### config.mk
export PLATFORM = sky130hd
export DESIGN_NAME = nibble_serial_adder_flat
export DESIGN_NICKNAME = d
export VERILOG_FILES = /design/src/rtl/serial_adder_pkg.sv /design/src/rtl/nibble_serial_adder_if.sv /design/src/rtl/carry_lookahead_adder.sv /design/src/rtl/nibble_serial_adder.sv /design/src/flat_wrapper.sv
export SDC_FILE = /design/constraint.sdc
export NUM_CORES = 1
export LEC_CHECK = 0
export ABC_AREA = 1
export CORE_MARGIN = 10
export CORE_UTILIZATION = 55
export CTS_CLUSTER_DIAMETER = 40
export DETAILED_ROUTE_END_ITERATION = 8
export GPL_TIMING_DRIVEN = 0
export PLACE_DENSITY = 0.9
export SETUP_SLACK_MARGIN = 0.3
export SYNTH_ARGS = -nofsm -noshare
export SYNTH_HDL_FRONTEND = slang
export SYNTH_HIERARCHICAL = 1
export SYNTH_SLANG_ARGS = --single-unit
### constraint.sdc
create_clock -name clk -period 6.5 [get_ports clk]
set_clock_uncertainty 0.05 [all_clocks]
set_input_delay 1.95 -clock clk [delete_from_list [all_inputs] [get_ports clk]]
set_output_delay 1.95 -clock clk [all_outputs]
set_load 0.05 [all_outputs]
### src/rtl/serial_adder_pkg.sv
// Shared types and constants for the nibble-serial adder.
// Optional subtract mode is enabled by SERIAL_ADDER_SUB_EN.
package serial_adder_pkg;

    typedef enum logic [1:0] {
        IDLE = 2'd0,
        RUN  = 2'd1,
        DONE = 2'd2
    } state_t;

    localparam int NIBBLE_W = 4;

    function automatic int nibble_count(input int width);
        return width / NIBBLE_W;
    endfunction

endpackage

### src/rtl/nibble_serial_adder_if.sv
// Operand and result handshake bundle for the serial adder.
// The sub signal exists only when SERIAL_ADDER_SUB_EN is defined.
interface nibble_serial_adder_if #(
    parameter int WIDTH = 16
);

    logic             in_valid;
    logic             in_ready;
    logic [WIDTH-1:0] a;
    logic [WIDTH-1:0] b;
    logic             cin;
`ifdef SERIAL_ADDER_SUB_EN
    logic             sub;
`endif
    logic             out_valid;
    logic             out_ready;
    logic [WIDTH-1:0] sum;
    logic             cout;
    logic             ovf;

    modport master (
`ifdef SERIAL_ADDER_SUB_EN
        output sub,
`endif
        output in_valid,
        output a,
        output b,
        output cin,
        output out_ready,
        input  in_ready,
        input  out_valid,
        input  sum,
        input  cout,
        input  ovf
    );

    modport slave (
`ifdef SERIAL_ADDER_SUB_EN
        input  sub,
`endif
        input  in_valid,
        input  a,
        input  b,
        input  cin,
        input  out_ready,
        output in_ready,
        output out_valid,
        output sum,
        output cout,
        output ovf
    );

endinterface

### src/rtl/carry_lookahead_adder.sv
// 4-bit carry-lookahead slice used as the per-nibble adder.
// Purely combinational; carries come from generate/propagate terms.
module carry_lookahead_adder (
    input  logic [3:0] a,
    input  logic [3:0] b,
    input  logic       ci,
    output logic [3:0] s,
    output logic       co
);

    logic [3:0] g;
    logic [3:0] p;
    logic [4:1] c;

    // Lookahead carries for all four bit positions in parallel
    always_comb begin
        g    = a & b;
        p    = a ^ b;
        c[1] = g[0] | (p[0] & ci);
        c[2] = g[1] | (p[1] & g[0]) | (p[1] & p[0] & ci);
        c[3] = g[2] | (p[2] & g[1]) | (p[2] & p[1] & g[0])
             | (p[2] & p[1] & p[0] & ci);
        c[4] = g[3] | (p[3] & g[2]) | (p[3] & p[2] & g[1])
             | (p[3] & p[2] & p[1] & g[0])
             | (p[3] & p[2] & p[1] & p[0] & ci);
        s    = p ^ {c[3:1], ci};
        co   = c[4];
    end

endmodule

### src/rtl/nibble_serial_adder.sv
// Wide adder that runs one 4-bit CLA slice per cycle, LSB nibble first.
// SERIAL_ADDER_SUB_EN adds a sub input selecting A-B.
module nibble_serial_adder
    import serial_adder_pkg::*;
#(
    parameter int WIDTH = 16
) (
    input  logic                  clk,
    input  logic                  rst_n,
    nibble_serial_adder_if.slave  bus
);

    localparam int N     = nibble_count(WIDTH);
    localparam int IDX_W = $clog2(N);
    localparam logic [IDX_W-1:0] LAST = IDX_W'(N - 1);

    state_t             state_q, state_d;
    logic [IDX_W-1:0]   idx_q, idx_d;
    logic [WIDTH-1:0]   a_q, a_d;
    logic [WIDTH-1:0]   b_q, b_d;
    logic               carry_q, carry_d;
    logic [WIDTH-1:0]   sum_q, sum_d;
    logic               cout_q, cout_d;
    logic               ovf_q, ovf_d;

    logic [WIDTH-1:0]   b_in;
    logic               c_in;
    logic [NIBBLE_W-1:0] a_nib;
    logic [NIBBLE_W-1:0] b_nib;
    logic [NIBBLE_W-1:0] s_nib;
    logic               c_nib;

    // Effective B and carry-in presented at operand capture
    always_comb begin
`ifdef SERIAL_ADDER_SUB_EN
        b_in = bus.sub ? ~bus.b : bus.b;
        c_in = bus.sub ? 1'b1 : bus.cin;
`else
        b_in = bus.b;
        c_in = bus.cin;
`endif
    end

    // Select the operand nibbles addressed by idx
    always_comb begin
        a_nib = '0;
        b_nib = '0;
        for (int i = 0; i < N; i++) begin
            if (idx_q == IDX_W'(i)) begin
                a_nib = a_q[i*NIBBLE_W +: NIBBLE_W];
                b_nib = b_q[i*NIBBLE_W +: NIBBLE_W];
            end
        end
    end

    carry_lookahead_adder u_slice (
        .a  (a_nib),
        .b  (b_nib),
        .ci (carry_q),
        .s  (s_nib),
        .co (c_nib)
    );

    // FSM next state, operand capture and per-nibble result update
    always_comb begin
        state_d = state_q;
        idx_d   = idx_q;
        a_d     = a_q;
        b_d     = b_q;
        carry_d = carry_q;
        sum_d   = sum_q;
        cout_d  = cout_q;
        ovf_d   = ovf_q;
        unique case (state_q)
            IDLE: begin
                if (bus.in_valid) begin
                    a_d     = bus.a;
                    b_d     = b_in;
                    carry_d = c_in;
                    idx_d   = '0;
                    state_d = RUN;
                end
            end
            RUN: begin
                for (int i = 0; i < N; i++) begin
                    if (idx_q == IDX_W'(i)) begin
                        sum_d[i*NIBBLE_W +: NIBBLE_W] = s_nib;
                    end
                end
                carry_d = c_nib;
                if (idx_q == LAST) begin
                    state_d = DONE;
                    cout_d  = c_nib;
                    ovf_d   = (a_q[WIDTH-1] == b_q[WIDTH-1])
                           && (s_nib[NIBBLE_W-1] != a_q[WIDTH-1]);
                end else begin
                    idx_d = idx_q + 1'b1;
                end
            end
            DONE: begin
                if (bus.out_ready) begin
                    state_d = IDLE;
                end
            end
            default: begin
                state_d = IDLE;
            end
        endcase
    end

    // State, operand and result registers
    always_ff @(posedge clk or negedge rst_n) begin
        if (!rst_n) begin
            state_q <= IDLE;
            idx_q   <= '0;
            a_q     <= '0;
            b_q     <= '0;
            carry_q <= 1'b0;
            sum_q   <= '0;
            cout_q  <= 1'b0;
            ovf_q   <= 1'b0;
        end else begin
            state_q <= state_d;
            idx_q   <= idx_d;
            a_q     <= a_d;
            b_q     <= b_d;
            carry_q <= carry_d;
            sum_q   <= sum_d;
            cout_q  <= cout_d;
            ovf_q   <= ovf_d;
        end
    end

    assign bus.in_ready  = (state_q == IDLE);
    assign bus.out_valid = (state_q == DONE);
    assign bus.sum       = sum_q;
    assign bus.cout      = cout_q;
    assign bus.ovf       = ovf_q;

endmodule

### src/flat_wrapper.sv
// flat-port wrapper written by rule: the top's interface ports become plain ports
module nibble_serial_adder_flat import serial_adder_pkg::*;
#(
    parameter int WIDTH = 16
)
  (clk, rst_n, bus_in_valid, bus_a, bus_b, bus_cin, bus_out_ready, bus_in_ready, bus_out_valid, bus_sum, bus_cout, bus_ovf);
  nibble_serial_adder_if #(.WIDTH(WIDTH)) bus_i ();
  input  logic clk;
  input  logic rst_n;
  input wire logic [$bits(bus_i.in_valid)-1:0] bus_in_valid;
  input wire logic [$bits(bus_i.a)-1:0] bus_a;
  input wire logic [$bits(bus_i.b)-1:0] bus_b;
  input wire logic [$bits(bus_i.cin)-1:0] bus_cin;
  input wire logic [$bits(bus_i.out_ready)-1:0] bus_out_ready;
  output wire logic [$bits(bus_i.in_ready)-1:0] bus_in_ready;
  output wire logic [$bits(bus_i.out_valid)-1:0] bus_out_valid;
  output wire logic [$bits(bus_i.sum)-1:0] bus_sum;
  output wire logic [$bits(bus_i.cout)-1:0] bus_cout;
  output wire logic [$bits(bus_i.ovf)-1:0] bus_ovf;
  assign bus_i.in_valid = bus_in_valid;
  assign bus_i.a = bus_a;
  assign bus_i.b = bus_b;
  assign bus_i.cin = bus_cin;
  assign bus_i.out_ready = bus_out_ready;
  assign bus_in_ready = bus_i.in_ready;
  assign bus_out_valid = bus_i.out_valid;
  assign bus_sum = bus_i.sum;
  assign bus_cout = bus_i.cout;
  assign bus_ovf = bus_i.ovf;
  nibble_serial_adder #(.WIDTH(WIDTH)) u_core (.clk(clk), .rst_n(rst_n), .bus(bus_i));
endmodule
# Word level (Yosys, flattened, before mapping)
# Index checks and enable logic that the tools add are counted.
[op_classes]
add_sub_neg = 1
eq_ne = 11
muxes = 17
bitwise = 29
reduce_logical = 12
[ops]
columns = ["operator", "count"]
rows = [
  ["4-bit 2-to-1 mux", 8],
  ["1-bit bitwise AND", 16],
  ["2-bit AND reduction", 6],
  ["2-bit 2-to-1 mux", 5],
  ["1-bit OR", 10],
  ["4-bit bitwise XOR", 2],
  ["2-bit equality test, second input constant", 3],
  ["2-bit inequality test, second input constant", 3],
  ["2-bit one-hot mux with 3 select lines", 1],
  ["3-bit AND reduction", 2],
  ["4-bit bitwise AND", 1],
  ["2-bit by 1-bit equality test with 1-bit output, second input constant", 2],
  ["2-bit zero test", 2],
  ["2-bit one-hot mux with 2 select lines", 1],
  ["2-bit by 1-bit adder with 2-bit output, second input constant", 1],
  ["2-bit by 1-bit inequality test with 1-bit output, second input constant", 1],
  ["1-bit one-hot mux with 2 select lines", 1],
  ["2-bit nonzero test", 1],
  ["1-bit equality test", 1],
  ["1-bit logical AND", 1],
  ["1-bit 2-to-1 mux", 1],
  ["1-bit inequality test", 1],
]
[totals]
ff_bits = 55
in_bits = 37
word_cells = 81

# Depth between registers and ports, before layout
[depth]
ltp_word = 13
mapped_depth = 20
depth_no_buf = 19

# Cells and area by module
# The synthesis kept the hierarchy.
[modules_own_cells]
columns = ["mod", "n_inst", "cells_per_inst", "area_per_inst_um2"]
rows = [
  ["nibble_serial_adder", 1, 316, 2537.4],
  ["carry_lookahead_adder", 1, 31, 188.9],
]

# Worst setup path before layout
# Ideal clock, no wire load.
[synth_timing]
path_type = "register to output"
startpoint = "register u_core.state_q[1]"
endpoint = "output port bus_out_valid"
arrival_ns = 1.209
path_slack_ns = 3.291
path_stages_with_launch = 3
path_buffers = 0
cell_sequence = "dfrtp_1 -> inv_1 -> nor2_1"
[synth_between]
elab_chain_cells = 1
[synth_rtl]
columns = ["item", "line_no", "text"]
rows = [
  ["start, declared", "nibble_serial_adder.sv:17", "state_t state_q, state_d;"],
  ["start signal, assigned", "nibble_serial_adder.sv:123", "state_q <= state_d;"],
  ["2-bit equality test", "nibble_serial_adder.sv:135", "assign bus.out_valid = (state_q == DONE);"],
  ["end, declared", "flat_wrapper.sv:16", "output wire logic [$bits(bus_i.out_valid)-1:0] bus_out_valid;"],
]
# Every way passes these cells.

# Final worst setup path
[layout_timing]
startpoint = "register u_core.state_q[0]"
endpoint = "output port bus_in_ready"
[layout_between]
elab_chain_cells = 1
[layout_rtl]
columns = ["item", "line_no", "text"]
rows = [
  ["2-bit zero test", "nibble_serial_adder.sv:134", "assign bus.in_ready = (state_q == IDLE);"],
  ["end, declared", "flat_wrapper.sv:15", "output wire logic [$bits(bus_i.in_ready)-1:0] bus_in_ready;"],
]
# Every way passes these cells.

==> qor.csv <==
stage,metric,value,unit
global_routing,vias in the first global route,2490,
clock_tree,hold_buf cts,0,
floorplanning,effective utilization at floorplan,0.573,
global_routing,global route total overflow,0,
finish,Synth-to-Final Area Change,26.5,%
logic_synthesis,total number of yosys warnings,6,
global_routing,initial antenna violation count,0,
clock_tree,worst-skew pair later-pin latency,300,ps
job,total of max-cap violations,0,
min_path,worst hold-check path type,reg -> reg,
timing,Fin. Hold Viols,0,
timing,Achievable Freq,0.244,GHz
clock_tree,H-Tree Depth,2,
logic_synthesis,post-synthesis average cell area,7.86,sq um
detailed_routing,post-DR vias/cell,5.12,
timing,fin crit period,4090,ps
critical_path,crit end category,output port,
logic_synthesis,Syn Inst Count,347,
timing,Rel. slew slack,0.624,
placed_design,hpwl dp,4.91,mm
critical_path,worst path arrival time,2090,ps
floorplanning,width of the die,90.4,um
detailed_routing,drt wl/cell,13.2,um
placed_design,port bufs,55,
floorplanning,die area,8170,sq um
clock_tree,number of clock sinks,55,
logic_synthesis,Mapped Nets,393,
global_routing,largest net degree at the start of global routing,31,
critical_path,Critical Path RT,4500,ps
critical_path,crit path kind,reg -> out,
timing,RSZ-0062 raised after global routing,false,
detailed_routing,post-route ant nets,0,
detailed_routing,via count,2439,
timing,Max Slew Vio Count,0,
timing,final setup fails,0,
critical_path,"Max FO, Critical Path",10,
finish,# fillers,417,
floorplanning,Die Y-Extent,90.4,um
timing,Setup TNS,0,ps
timing,Final period util,0.630,
floorplanning,FP Rows,25,
outcome,status,"finished, final reports clean",
detailed_routing,detailed-route DRC error count,0,
finish,share of layout cells above drive strength 1,0.0611,
floorplanning,core area,4750,sq um
pwr,pwr/cell area,575,nW/um^2
detailed_routing,DR iter-0 viols,173,
placed_design,# placed instances,470,
clock_tree,Bufs on Longest Clock Path,2,
finish,"most common cell after layout, fill and taps aside",nand2_1,
detailed_routing,First-pass DRT Iterations,4,
logic_synthesis,"Seq/Total Area, Yosys",0.505,
floorplanning,Ports,57,
placed_design,Final GP Congestion,0.852,
logic_synthesis,Mapped Area,2730,sq um
detailed_routing,drt total wl,6.28,mm
clock_tree,clk slew on worst S/H paths,90,ps
timing,Worst Max-Slew Pin Slew,564,ps
global_routing,first-pass GRT wire length,11.0,mm
placed_design,Placed Area,3380,sq um
clock_tree,CTS buffer count,5,
finish,Diodes inserted,0,
clock_tree,clk root buf,clkbuf_8,
finish,Final Cell Area,3450,sq um
finish,Final Net Count,456,
clock_tree,# Post-CTS Setup Buffers,0,
pwr,Pleak,1.79,nW
logic_synthesis,Yosys cell types,19,
pwr,Peak supply drop,0.000271,V
critical_path,Startpoint Class,flip-flop,
clock_tree,post-CTS sizing,0,
finish,most frequent cells in the layout,"nand2_1, dfrtp_1, clkdlybuf4s50_1",
global_routing,Total GRT Usage,0.157,
finish,"Cell Count, Final, Fillers Out",476,
logic_synthesis,Yosys reg bits,55,
clock_tree,CTS tree,yes,
-- synthesized netlist by cell type (all sizes together) --
cell type	n	area [sq um]
a21oi	17	85.1
o21ai	16	95.1
fa	1	20.0
dfrtp	55	1380
buf	9	47.6
or2	1	6.26
inv	27	101
nand2	146	553
nor2	5	33.8
ha	8	100
xnor2	1	8.76
nand3	50	250
nand4	3	18.8
clkbuf	8	30.0
-- stage by stage --
| stage | hold slack, ps | setup slack (ps) | util | total power [mW] |
|---|---|---|---|---|
| 6_report | 424 | 2410 | 0.725 | 1.98 |
| 3_3_place_gp | 406 | 1920 | 0.707 | 1.76 |
| 4_1_cts | 431 | 2410 | 0.725 | 1.98 |
| 5_1_grt | 454 | 2330 | 0.725 | 2.17 |
| 3_5_place_dp | 409 | 2760 | 0.710 | 1.81 |
| 2_1_floorplan | 392 | 3290 | - | 1.47 |
-- where the power goes --
part           leakage, nW  internal, mW  switching, mW
clock               0.0371        0.0721         0.0986
sequential           0.689         0.504         0.0997
combinational         1.06         0.401          0.806
total                 1.79         0.977           1.00
-- final timing paths --
path                       slack, ps  cells after the start         startpoint        endpoint
hold / removal                   420                      2     u_core/a_q[10]  u_core/a_q[10]
hold reg to reg                  420                      2     u_core/a_q[10]  u_core/a_q[10]
max in group asynchronous       4270                      2              rst_n  u_core/a_q[12]
setup / recovery                2410                      3  u_core/state_q[0]    bus_in_ready
setup reg to reg                3790                     19    u_core/idx_q[0]  u_core/bus.ovf
min in group asynchronous       1570                      1              rst_n   u_core/b_q[7]
-- metal layers --
metal	wire length (um)	up-vias	track usage
li1	-	1224	-
met1	2750	1124	0.176
met2	3030	78	0.282
met3	394	13	0.0474
met4	104	0	0.0385
met5	0	-	0
-- layout make-up --
cell class,instances,area [sq um],share of cell area
clock buffer,6,72.6,0.0210
buffer,17,77.6,0.0225
timing repair buffer,56,566,0.164
tap,67,83.8,0.0243
multi-input combinational,248,1170,0.340
inverter,27,101,0.0294
sequential,55,1380,0.399
-- critical path, cell delays in order (launching register included) --
cell	delay, ps
dfrtp_1	470
nor2_4	220
buf_2	250
clkdlybuf4s50_1	840
-- logic make-up (layout without fill, tap and decap cells) --
| family | Yosys count | count (layout) | share of synthesized area |
|---|---|---|---|
| AND/OR/NAND/NOR | 205 | 205 | 0.316 |
| XOR/XNOR | 1 | 1 | 0.00321 |
| buffers and inverters | 44 | 106 | 0.0656 |
| adder cells (fa/ha/maj) | 9 | 9 | 0.0441 |
| flip-flops | 55 | 55 | 0.505 |
| AO/OA/AOI/OAI | 33 | 33 | 0.0661 |
-- flip-flops by register name, indices dropped and copies added (netlist names) --
| name | cells |
|---|---|
| u_core/b_q | 16 |
| u_core/idx_q | 2 |
| u_core/state_q | 2 |
| u_core/a_q | 16 |
| u_core/bus.sum | 16 |
| u_core/bus.cout | 1 |
| u_core/bus.ovf | 1 |
| u_core/carry_q | 1 |
Note: power is estimated with default switching activity, not from simulation.
